===== src/rtl/accumulate_array.sv =====
// accumulate_array: LANES independent signed accumulators fed through a valid/ready term
// input, with a held valid/ready result and per-lane saturating or wrapping overflow.
module accumulate_array #(
   parameter int LANES     = 4,
   parameter int IN_WIDTH  = 16,
   parameter int ACC_WIDTH = 32,
   parameter int LEN_WIDTH = 8,
   parameter bit SATURATE  = 1'b1
) (
   input  logic                       clk,
   input  logic                       reset_n,
   input  logic                       start,
   input  logic [LEN_WIDTH-1:0]       len,
   input  logic [LANES*ACC_WIDTH-1:0] init_val,
   input  logic [LANES*IN_WIDTH-1:0]  din,
   input  logic                       in_valid,
   output logic                       in_ready,
   output logic [LANES*ACC_WIDTH-1:0] acc_out,
   output logic                       out_valid,
   input  logic                       out_ready,
   output logic [LANES-1:0]           sat_flag,
   output logic                       busy
);

   localparam logic [1:0] ST_IDLE  = 2'd0;
   localparam logic [1:0] ST_ACCUM = 2'd1;
   localparam logic [1:0] ST_DONE  = 2'd2;

   logic [1:0]                 state;
   logic [LEN_WIDTH-1:0]       cnt;
   logic [LANES*ACC_WIDTH-1:0] acc;
   logic [LANES*ACC_WIDTH-1:0] acc_next;
   logic [LANES-1:0]           sat;
   logic [LANES-1:0]           lane_ovf;
   logic                       start_accept;

   // A DONE result may be drained and a new run started on the same edge.
   assign start_accept = start && ((state == ST_IDLE) || ((state == ST_DONE) && out_ready));

   assign in_ready  = (state == ST_ACCUM);
   assign out_valid = (state == ST_DONE);
   assign busy      = (state != ST_IDLE);
   assign acc_out   = acc;
   assign sat_flag  = sat;

   // Sum is formed one bit wider so a sign disagreement in the top two bits flags overflow.
   for (genvar i = 0; i < LANES; i++) begin : g_lane
      logic [ACC_WIDTH-1:0] cur;
      logic [IN_WIDTH-1:0]  term;
      logic [ACC_WIDTH:0]   sum;
      logic                 ovf;

      assign cur  = acc[i*ACC_WIDTH +: ACC_WIDTH];
      assign term = din[i*IN_WIDTH +: IN_WIDTH];
      assign sum  = {cur[ACC_WIDTH-1], cur}
                  + {{(ACC_WIDTH+1-IN_WIDTH){term[IN_WIDTH-1]}}, term};
      assign ovf  = sum[ACC_WIDTH] ^ sum[ACC_WIDTH-1];
      assign lane_ovf[i] = ovf;
      assign acc_next[i*ACC_WIDTH +: ACC_WIDTH] =
         (ovf && (SATURATE == 1'b1))
            ? (sum[ACC_WIDTH] ? {1'b1, {(ACC_WIDTH-1){1'b0}}} : {1'b0, {(ACC_WIDTH-1){1'b1}}})
            : sum[ACC_WIDTH-1:0];
   end

   always_ff @(posedge clk) begin
      if (!reset_n) begin
         state <= ST_IDLE;
         acc   <= '0;
         cnt   <= '0;
         sat   <= '0;
      end else if (start_accept) begin
         acc   <= init_val;
         cnt   <= len;
         sat   <= '0;
         state <= (len == '0) ? ST_DONE : ST_ACCUM;
      end else begin
         case (state)
            ST_ACCUM: begin
               if (in_valid) begin
                  acc <= acc_next;
                  cnt <= cnt - LEN_WIDTH'(1);
                  sat <= sat | lane_ovf;
                  if (cnt == LEN_WIDTH'(1)) state <= ST_DONE;
               end
            end
            ST_DONE: begin
               if (out_ready) state <= ST_IDLE;
            end
            default: state <= ST_IDLE;
         endcase
      end
   end

endmodule

===== config.mk =====
export PLATFORM = sky130hd
export DESIGN_NAME = accumulate_array
export DESIGN_NICKNAME = d
export VERILOG_FILES = /design/src/rtl/accumulate_array.sv
export SDC_FILE = /design/constraint.sdc
export NUM_CORES = 1
export LEC_CHECK = 0
export BUFFER_PORTS_ARGS = -buffer_cell sky130_fd_sc_hd__buf_2
export CORE_ASPECT_RATIO = 1.2
export CORE_MARGIN = 5
export CORE_UTILIZATION = 40
export DETAILED_ROUTE_END_ITERATION = 10
export PLACE_DENSITY = 0.6
export RECOVER_POWER = 50
export SLEW_MARGIN = 15
export SYNTH_ARGS = -nofsm -noshare
export SYNTH_HDL_FRONTEND = slang
export SYNTH_SLANG_ARGS = --single-unit

===== constraint.sdc =====
create_clock -name clk -period 11.8 [get_ports clk]
set_clock_uncertainty 0.05 [all_clocks]
set_input_delay 0 -clock clk [delete_from_list [all_inputs] [get_ports clk]]
set_output_delay 0 -clock clk [all_outputs]
set_load 0.05 [all_outputs]

==> results of run 1 <==
## worst max-delay path: stages, from the launching register on
cell	delay (ns)
dfxtp_1	0.42
nand3b_1	0.28
clkbuf_1	2.65
buf_4	0.82
o22ai_1	0.16
nor3_1	0.32
dlygate4sd3_1	0.59
## synth_stat cells, drive strengths merged (14+ instances only)
| master | count | area share |
|---|---|---|
| a211oi | 29 | 0.018 |
| a21o | 57 | 0.033 |
| a21oi | 180 | 0.071 |
| a31oi | 16 | 0.0078 |
| and3 | 21 | 0.010 |
| buf | 15 | 0.0076 |
| clkbuf | 76 | 0.022 |
| dfxtp | 142 | 0.22 |
| ha | 136 | 0.13 |
| inv | 51 | 0.015 |
| nand2 | 137 | 0.040 |
| nand2b | 24 | 0.012 |
| nand3 | 47 | 0.019 |
| nand4 | 21 | 0.010 |
| nor2 | 120 | 0.036 |
| nor2b | 21 | 0.011 |
| nor3 | 79 | 0.031 |
| o211ai | 16 | 0.0094 |
| o21a | 33 | 0.019 |
| o21ai | 104 | 0.043 |
| o21bai | 14 | 0.0082 |
| o221ai | 23 | 0.016 |
| o22ai | 77 | 0.038 |
| xnor2 | 60 | 0.041 |
| xor2 | 45 | 0.031 |
## cells by family after synthesis
kind of cell | count (synthesis) | synth area share
AO/OA/AOI/OAI | 631 | 0.3247
flip-flops | 142 | 0.2217
AND/OR/NAND/NOR | 515 | 0.1950
buffers and inverters | 142 | 0.04488
adder cells (fa/ha/maj) | 141 | 0.1397
multiplexers | 3 | 0.002342
XOR/XNOR | 105 | 0.07171
## timing repair
item | in CTS | in global routing
gates resized for setup | 0 | 0
hold buffers | 141 | 0
endpoints found under the hold margin | 138 | 0
## stage by stage
step | setup WS, ns | power [mW] | std cells | utilization
5_1_grt | 6.056 | 2.568 | 2516 | 0.5268
2_1_floorplan | 7.400 | 1.504 | 1679 | -
6_report | 6.422 | 2.410 | 2518 | 0.5270
3_3_place_gp | 6.953 | 1.790 | 2341 | 0.4678
4_1_cts | 6.626 | 2.432 | 2513 | 0.5323
3_5_place_dp | 6.826 | 1.798 | 2341 | 0.4678
## flip-flops by register name, indices dropped and copies added, names as in the netlist
name,cells
acc_out,128
cnt,8
sat_flag,4
state,2
## per-layer routing
metal  share of wire  track usage  routed length, microns  vias to the layer above
met2            0.49       0.4472                   22410                      452
met4           0.020      0.06786                     927                        2
met3           0.052      0.04263                    2410                       62
li1                -            -                       -                     7144
met1            0.44       0.3081                   20200                     6760
met5         0.00028            0                      13                        -
## worst max path at each step
stage	to	slack, ns	start	cells after the start
2_1_floorplan	acc_out[4]$_SDFFE_PN0P_	7.40	acc_out[6]$_SDFFE_PN0P_	19
3_3_place_gp	acc_out[30]$_SDFFE_PN0P_	6.95	acc_out[6]$_SDFFE_PN0P_	18
5_1_grt	acc_out[96]$_SDFFE_PN0P_	6.06	state[1]$_SDFFE_PN0P_	7
6_report	acc_out[96]$_SDFFE_PN0P_	6.42	state[0]$_SDFFE_PN0P_	6
3_5_place_dp	acc_out[30]$_SDFFE_PN0P_	6.83	acc_out[6]$_SDFFE_PN0P_	18
4_1_cts	acc_out[32]$_SDFFE_PN0P_	6.63	acc_out[32]$_SDFFE_PN0P_	15
## power breakdown
| part | switching (mW) | internal [mW] | total (mW) |
|---|---|---|---|
| logic | 0.795 | 0.429 | 1.22 |
| clock network | 0.225 | 0.362 | 0.587 |
| registers | 0.0591 | 0.540 | 0.599 |
| total | 1.08 | 1.33 | 2.41 |
## area by class of cell
cell class,instances,area [sq um],area share
diodes,5,12.51,0.0007529
clock buffers,19,452.9,0.02725
clock inverters,12,167.7,0.01009
inverters,51,191.4,0.01152
multi-input cells,1395,9417,0.5666
flip-flops and latches,142,2843,0.1711
well taps,401,501.7,0.03019
repair buffers,493,3033,0.1825
==> summary.txt, run 1 <==
Run
  • Max-Cap Viols: 2

STA
  • Fin Setup TNS: 0 ns
  • Final hold violation count: 0
  • Post-layout min period: approximately 5.4 ns
  • Max Freq: about 0.19 GHz
  • Hold Slack: about 0.034 ns
  • Slew Limit Fails: 166
  • Slew headroom: -1.495
  • RSZ-0062 raised after global routing: no
  • Slew @ Worst Pin: about 3.7 ns
  • Setup Viol. Count Final: 0
  • Final period utilization: 0.4558

Route
  • WL per Instance: 18.25 microns
  • Via count: approximately 14000
  • # DRC: 0
  • Initial DRT Pass Iterations: 5
  • First-iteration detailed-routing DRC count: 939
  • Post-route antenna net violation count: 0
  • Via/cell ratio: 5.727
  • Total Routed Length: roughly 46000 microns

Final layout
  • Number of fill cells: 3135
  • Commonest non-fill, non-tap cells in the layout: buf_2 (204), a21oi_1 (178), dfxtp_1 (142)
  • Final instance area: roughly 17000 sq um
  • Layout cells sized above 1: 0.1335
  • Area growth syn-to-layout: 29.58%
  • Commonest non-fill, non-tap cell in the layout: buf_2
  • Fin nets: approximately 2400

Setup path
  • Setup CP Type: register to register
  • Worst Path Max Fanout: 72
  • Type of origin of the critical path: register
  • Reg2reg path depth: 6
  • Critical path endpoint category: register
  • Worst EP arrival: 5.70 ns
  • Reg2reg end: acc_out[96]$_SDFFE_PN0P_
  • Worst r2r src: state[0]$_SDFFE_PN0P_
  • R2R Setup Slk: around 6.4 ns
  • CP required: between 10 and 15 ns

Min path
  • Worst Hold Path EP: acc_out[0]$_SDFFE_PN0P_
  • Worst Hold Class: primary input to register
  • HP Start: din[0]
  • Hold path depth: 4

Clock tree
  • CTS clock-pin slew for the worst setup and hold paths: roughly 0.06 ns
  • Root buf cell: clkbuf_16
  • Clock tree sinks: approximately 140
  • Postcts setup bufs: 0
  • Worst-Skew Late Latency: between 0.4 and 0.5 ns
  • CTS tree: done
  • Number of buffers created by CTS: 17
  • Clock buffer depth: 2
  • H-Tree Depth: 4

Die
  • Die height: 206.2 microns
  • FP Rows: 71
  • Core area: 31540 sq um
  • Initial core utilization: 0.4067
  • Ports: 340
  • Width of the chip: 173.5 microns
  • Die area: between 30000 and 40000 sq um

Yosys
  • EDFF count, synth: 0
  • Syn Area/Cell: approximately 7.6 sq um
  • Most used DFF post-synth: dfxtp_1
  • Synthesized area: around 13000 sq um
  • Gate count after technology mapping: between 1500 and 2000
  • Yosys warnings: 0
  • Seq/Total Area, Yosys: 0.2217
  • Post-synthesis cell type count: 82
  • Ys async rst share: 0
  • Post-synthesis register bit count: 142
  • Net count after synthesis: a little over 2000

GRT
  • First-pass GRT wire length: around 74000 microns
  • Vias in the first global route: about 14000
  • Pin count of the biggest net entering global routing: between 90 and 100
  • Initial antenna violation count: 5
  • Gr ovfl total: 0
  • Total GRT Usage: 0.2489

Run status
  • Failing checks: capacitance limit, slew limit
  • Status: finished, violations left

Placement
  • Placed cell area: ~15000 sq um
  • DP HPWL: roughly 33000 microns
  • Gp weighted congestion: ~0.89
  • Port Buf Inserts: 339

Power and ir drop
  • PwrDens: roughly 150 nW/um^2
  • Peak VDD IR: roughly 0.066 mV
  • Leak pwr: ~7.3 nW
Note: power is estimated with default switching activity, not from simulation.
==> run 2: changes to the inputs <==
--- a/config.mk
+++ b/config.mk
@@ -10,7 +10,7 @@
 export CORE_MARGIN = 5
 export CORE_UTILIZATION = 40
 export DETAILED_ROUTE_END_ITERATION = 10
-export PLACE_DENSITY = 0.6
+export PLACE_DENSITY = 0.63
 export RECOVER_POWER = 50
 export SLEW_MARGIN = 15
 export SYNTH_ARGS = -nofsm -noshare
==> constraint.sdc (replaced) <==
create_clock -name clk -period 4.5 [get_ports clk]
set_clock_uncertainty 0.05 [all_clocks]
set_input_delay 0 -clock clk [delete_from_list [all_inputs] [get_ports clk]]
set_output_delay 0 -clock clk [all_outputs]
set_load 0.05 [all_outputs]
==> run 2 against run 1 <==
The run still ends with capacitance limit, slew limit left. Flip-flop and latch count unchanged. Power grew to 2.7 times the previous value. Sequential share of layout area is 0.26 points lower. Worst setup slack lost 6.2 ns. Global-route usage shrank 0.12 points. Die area unchanged. Count of clock-buffer cells in the layout rose by 1. Utilization is 0.81 points higher. Largest power group unchanged. Final cell count is 0.83% higher. Cell area rose by 1.5%. First-iteration DRC count decreased by 20%. Sequential power increased to 2.6 times the previous value.
==> summary.txt, run 2 (synthesized netlist as in run 1, its figures left out) <==
Clock tree
  • Clock tree sinks: 142 (unchanged)
  • Number of buffers created by CTS: 17 (unchanged)
  • Worst-Skew Late Latency: 0.43 ns (about the same)
  • CTS clock-pin slew for the worst setup and hold paths: 0.06 ns (about the same)
  • Root buf cell: clkbuf_16
  • CTS tree: done
  • Clock buffer depth: 2 (unchanged)
  • H-Tree Depth: 4 (unchanged)

Setup path
  • Worst-path cell chain: ha_1, a211oi_1, o21bai_1, o22ai_2, o21ai_1, a221oi_2, o21ai_1, a31oi_1, o21bai_1, a21oi_2, xnor2_1, ha_1, o211ai_1, nand3_4, nor2_8, buf_4, o21ai_2, and3_1
  • CP required: 4.77 ns (-7.35 ns)
  • R2R Setup Slk: 0.22 ns (-6.21 ns)
  • Critical path startpoint: acc_out[8]$_SDFFE_PN0P_
  • Max incr delay on CP: 0.34 ns (-2.31 ns)
  • Worst EP arrival: 4.56 ns (-1.14 ns)
  • Reg2reg end: acc_out[8]$_SDFFE_PN0P_
  • Critical path endpoint category: register
  • Reg2reg path depth: 18 (+12)
  • Type of origin of the critical path: register
  • Worst Path Max Fanout: 7 (-90%)
  • Setup CP Type: register to register
  • Slowest-stage cell, CP: ha_1
  • Capture point of the critical path: acc_out[8]$_SDFFE_PN0P_
  • Worst r2r src: acc_out[8]$_SDFFE_PN0P_

Placement
  • Port Buf Inserts: 339 (unchanged)
  • Gp weighted congestion: 0.9401 (+5.3%)
  • Placed cell area: 14870 sq um (+0.80%)
  • DP HPWL: 33660 microns (+1.4%)

Power and ir drop
  • PwrDens: 382.4 nW/um^2 (+160%)
  • Leak pwr: 7.455 nW (+1.9%)
  • Peak VDD IR: 0.1657 mV (+150%)
  • Pwr Total: 6.453 mW (+170%)

Route
  • Initial DRT Pass Iterations: 5 (unchanged)
  • Via count: 14620 (+1.4%)
  • Post-route antenna net violation count: 0 (unchanged)
  • First-iteration detailed-routing DRC count: 751 (-20%)
  • Via/cell ratio: 5.758 (+0.55%)
  • WL per Instance: 18.13 microns (-0.70%)
  • Total Routed Length: 46020 microns (+0.13%)
  • # DRC: 0 (unchanged)

Run status
  • Failing checks: capacitance limit, slew limit
  • Status: finished, violations left

Run
  • Max-Cap Viols: 1 (-1)

Die
  • Initial core utilization: 0.4067 (unchanged)
  • Die height: 206.2 microns (unchanged)
  • Ports: 340 (unchanged)
  • Width of the chip: 173.5 microns (unchanged)
  • Die area: 35760 sq um (unchanged)
  • FP Rows: 71 (unchanged)
  • Core area: 31540 sq um (unchanged)

STA
  • Final hold violation count: 0 (unchanged)
  • Slew Limit Fails: 19 (-89%)
  • Post-layout min period: 4.283 ns (-1.095 ns)
  • Slew @ Worst Pin: 1.760 ns (-1.982 ns)
  • Setup Viol. Count Final: 0 (unchanged)
  • Fin Setup TNS: 0 ns (unchanged)
  • Final period utilization: 0.9518 (+0.4960)
  • Slew headroom: -0.1779 (+1.317)
  • Max Freq: 0.2335 GHz (+26%)

Min path
  • Worst Hold Class: primary input to register

GRT
  • Total GRT Usage: 0.2477 (-0.001225)
  • Gr ovfl total: 0 (unchanged)
  • First-pass GRT wire length: 73620 microns (about the same)
  • Pin count of the biggest net entering global routing: 72 (-23%)
  • Initial antenna violation count: 4 (-1)
  • Vias in the first global route: 14430 (+0.035%)

Final layout
  • Commonest non-fill, non-tap cell in the layout: buf_2
  • Layout cells sized above 1: 0.1443 (+0.01074)
  • Area growth syn-to-layout: 31.58%
  • Final instance area: 16870 sq um (+1.5%)
  • Number of fill cells: 3128 (-0.22%)
  • Commonest non-fill, non-tap cells in the layout: buf_2 (204), a21oi_1 (177), dfxtp_1 (142), dlygate4sd3_1 (142), ha_1 (136)
  • Fin nets: 2468 (+0.94%)
  • Max reg flops: 128 (unchanged)
-- run 2: cell count changes in the layout (fill, tap and decap cells not counted), moves of 2 or more --
cell,change
a2111oi_1,+2
buf_4,+20
clkinv_2,-2
buf_12,+2
diode_2,-2
a2111oi_0,-2
-- run 2: repair_timing --
action	CTS	global route
endpoints found under the hold margin	138	0
endpoints found under the setup margin	0	51
buffers inserted	0	7
hold buffers	142	0
resized for setup	0	5
-- run 2: report_power, final --
group	switching (mW)	total [mW]	internal, mW
logic	2.10	3.27	1.16
registers	0.156	1.57	1.42
clock network	0.593	1.62	1.02
-- run 2: worst min path at each step --
| stage | from | cells after the start | endpoint | slack (ns) |
|---|---|---|---|---|
| after CTS | din[43] | 5 | acc_out[75]$_SDFFE_PN0P_ | 0.04 |
| after detailed placement | init_val[63] | 3 | acc_out[63]$_SDFFE_PN0P_ | 0.20 |
| final | din[43] | 5 | acc_out[75]$_SDFFE_PN0P_ | 0.06 |
| after global placement | init_val[63] | 3 | acc_out[63]$_SDFFE_PN0P_ | 0.18 |
| after global routing | din[43] | 5 | acc_out[75]$_SDFFE_PN0P_ | 0.08 |
| after floorplan | init_val[38] | 2 | acc_out[38]$_SDFFE_PN0P_ | 0.09 |
-- run 2: routing by layer --
| metal | vias to the layer above | GRT usage | wire length (microns) |
|---|---|---|---|
| li1 | 7213 | - | - |
| met5 | - | 0 | 14 |
| met4 | 4 | 0.08412 | 1161 |
| met3 | 79 | 0.04683 | 2591 |
| met1 | 6868 | 0.3013 | 19770 |
| met2 | 456 | 0.4401 | 22480 |
-- run 2: metrics by stage --
stage / hold slack, ns / setup WS, ns / std cells / utilization
finish: 0.06443 / 0.2170 / 2539 / 0.5351
global route: 0.07869 / -0.04343 / 2538 / 0.5350
CTS: 0.03829 / 0.04033 / 2528 / 0.5374
detailed placement: 0.1964 / 0.06973 / 2355 / 0.4716
global placement: 0.1831 / 0.1443 / 2355 / 0.4716
floorplan: 0.08605 / 0.1003 / 1679 / -
-- run 2: cell type report --
| cell class | count | area, sq um | share of cell area |
|---|---|---|---|
| antenna | 3 | 7.507 | 0.0004449 |
| sequential | 142 | 2843 | 0.1685 |
| tap | 401 | 501.7 | 0.02973 |
| timing repair buffer | 515 | 3229 | 0.1914 |
| clock buffer | 20 | 466.7 | 0.02766 |
| multi-input combinational | 1396 | 9448 | 0.5599 |
| inverter | 51 | 191.4 | 0.01134 |
| clock inverter | 11 | 187.7 | 0.01112 |
-- run 2: worst max-delay path: cells and delay by family, from the launching register on --
kind	cells	cell delay (ns)
flops	1	0.33
simple gates	3	0.64
buf+inv	1	0.15
compound gates	11	2.21
xor+xnor	1	0.16
fa+ha+maj	2	0.64
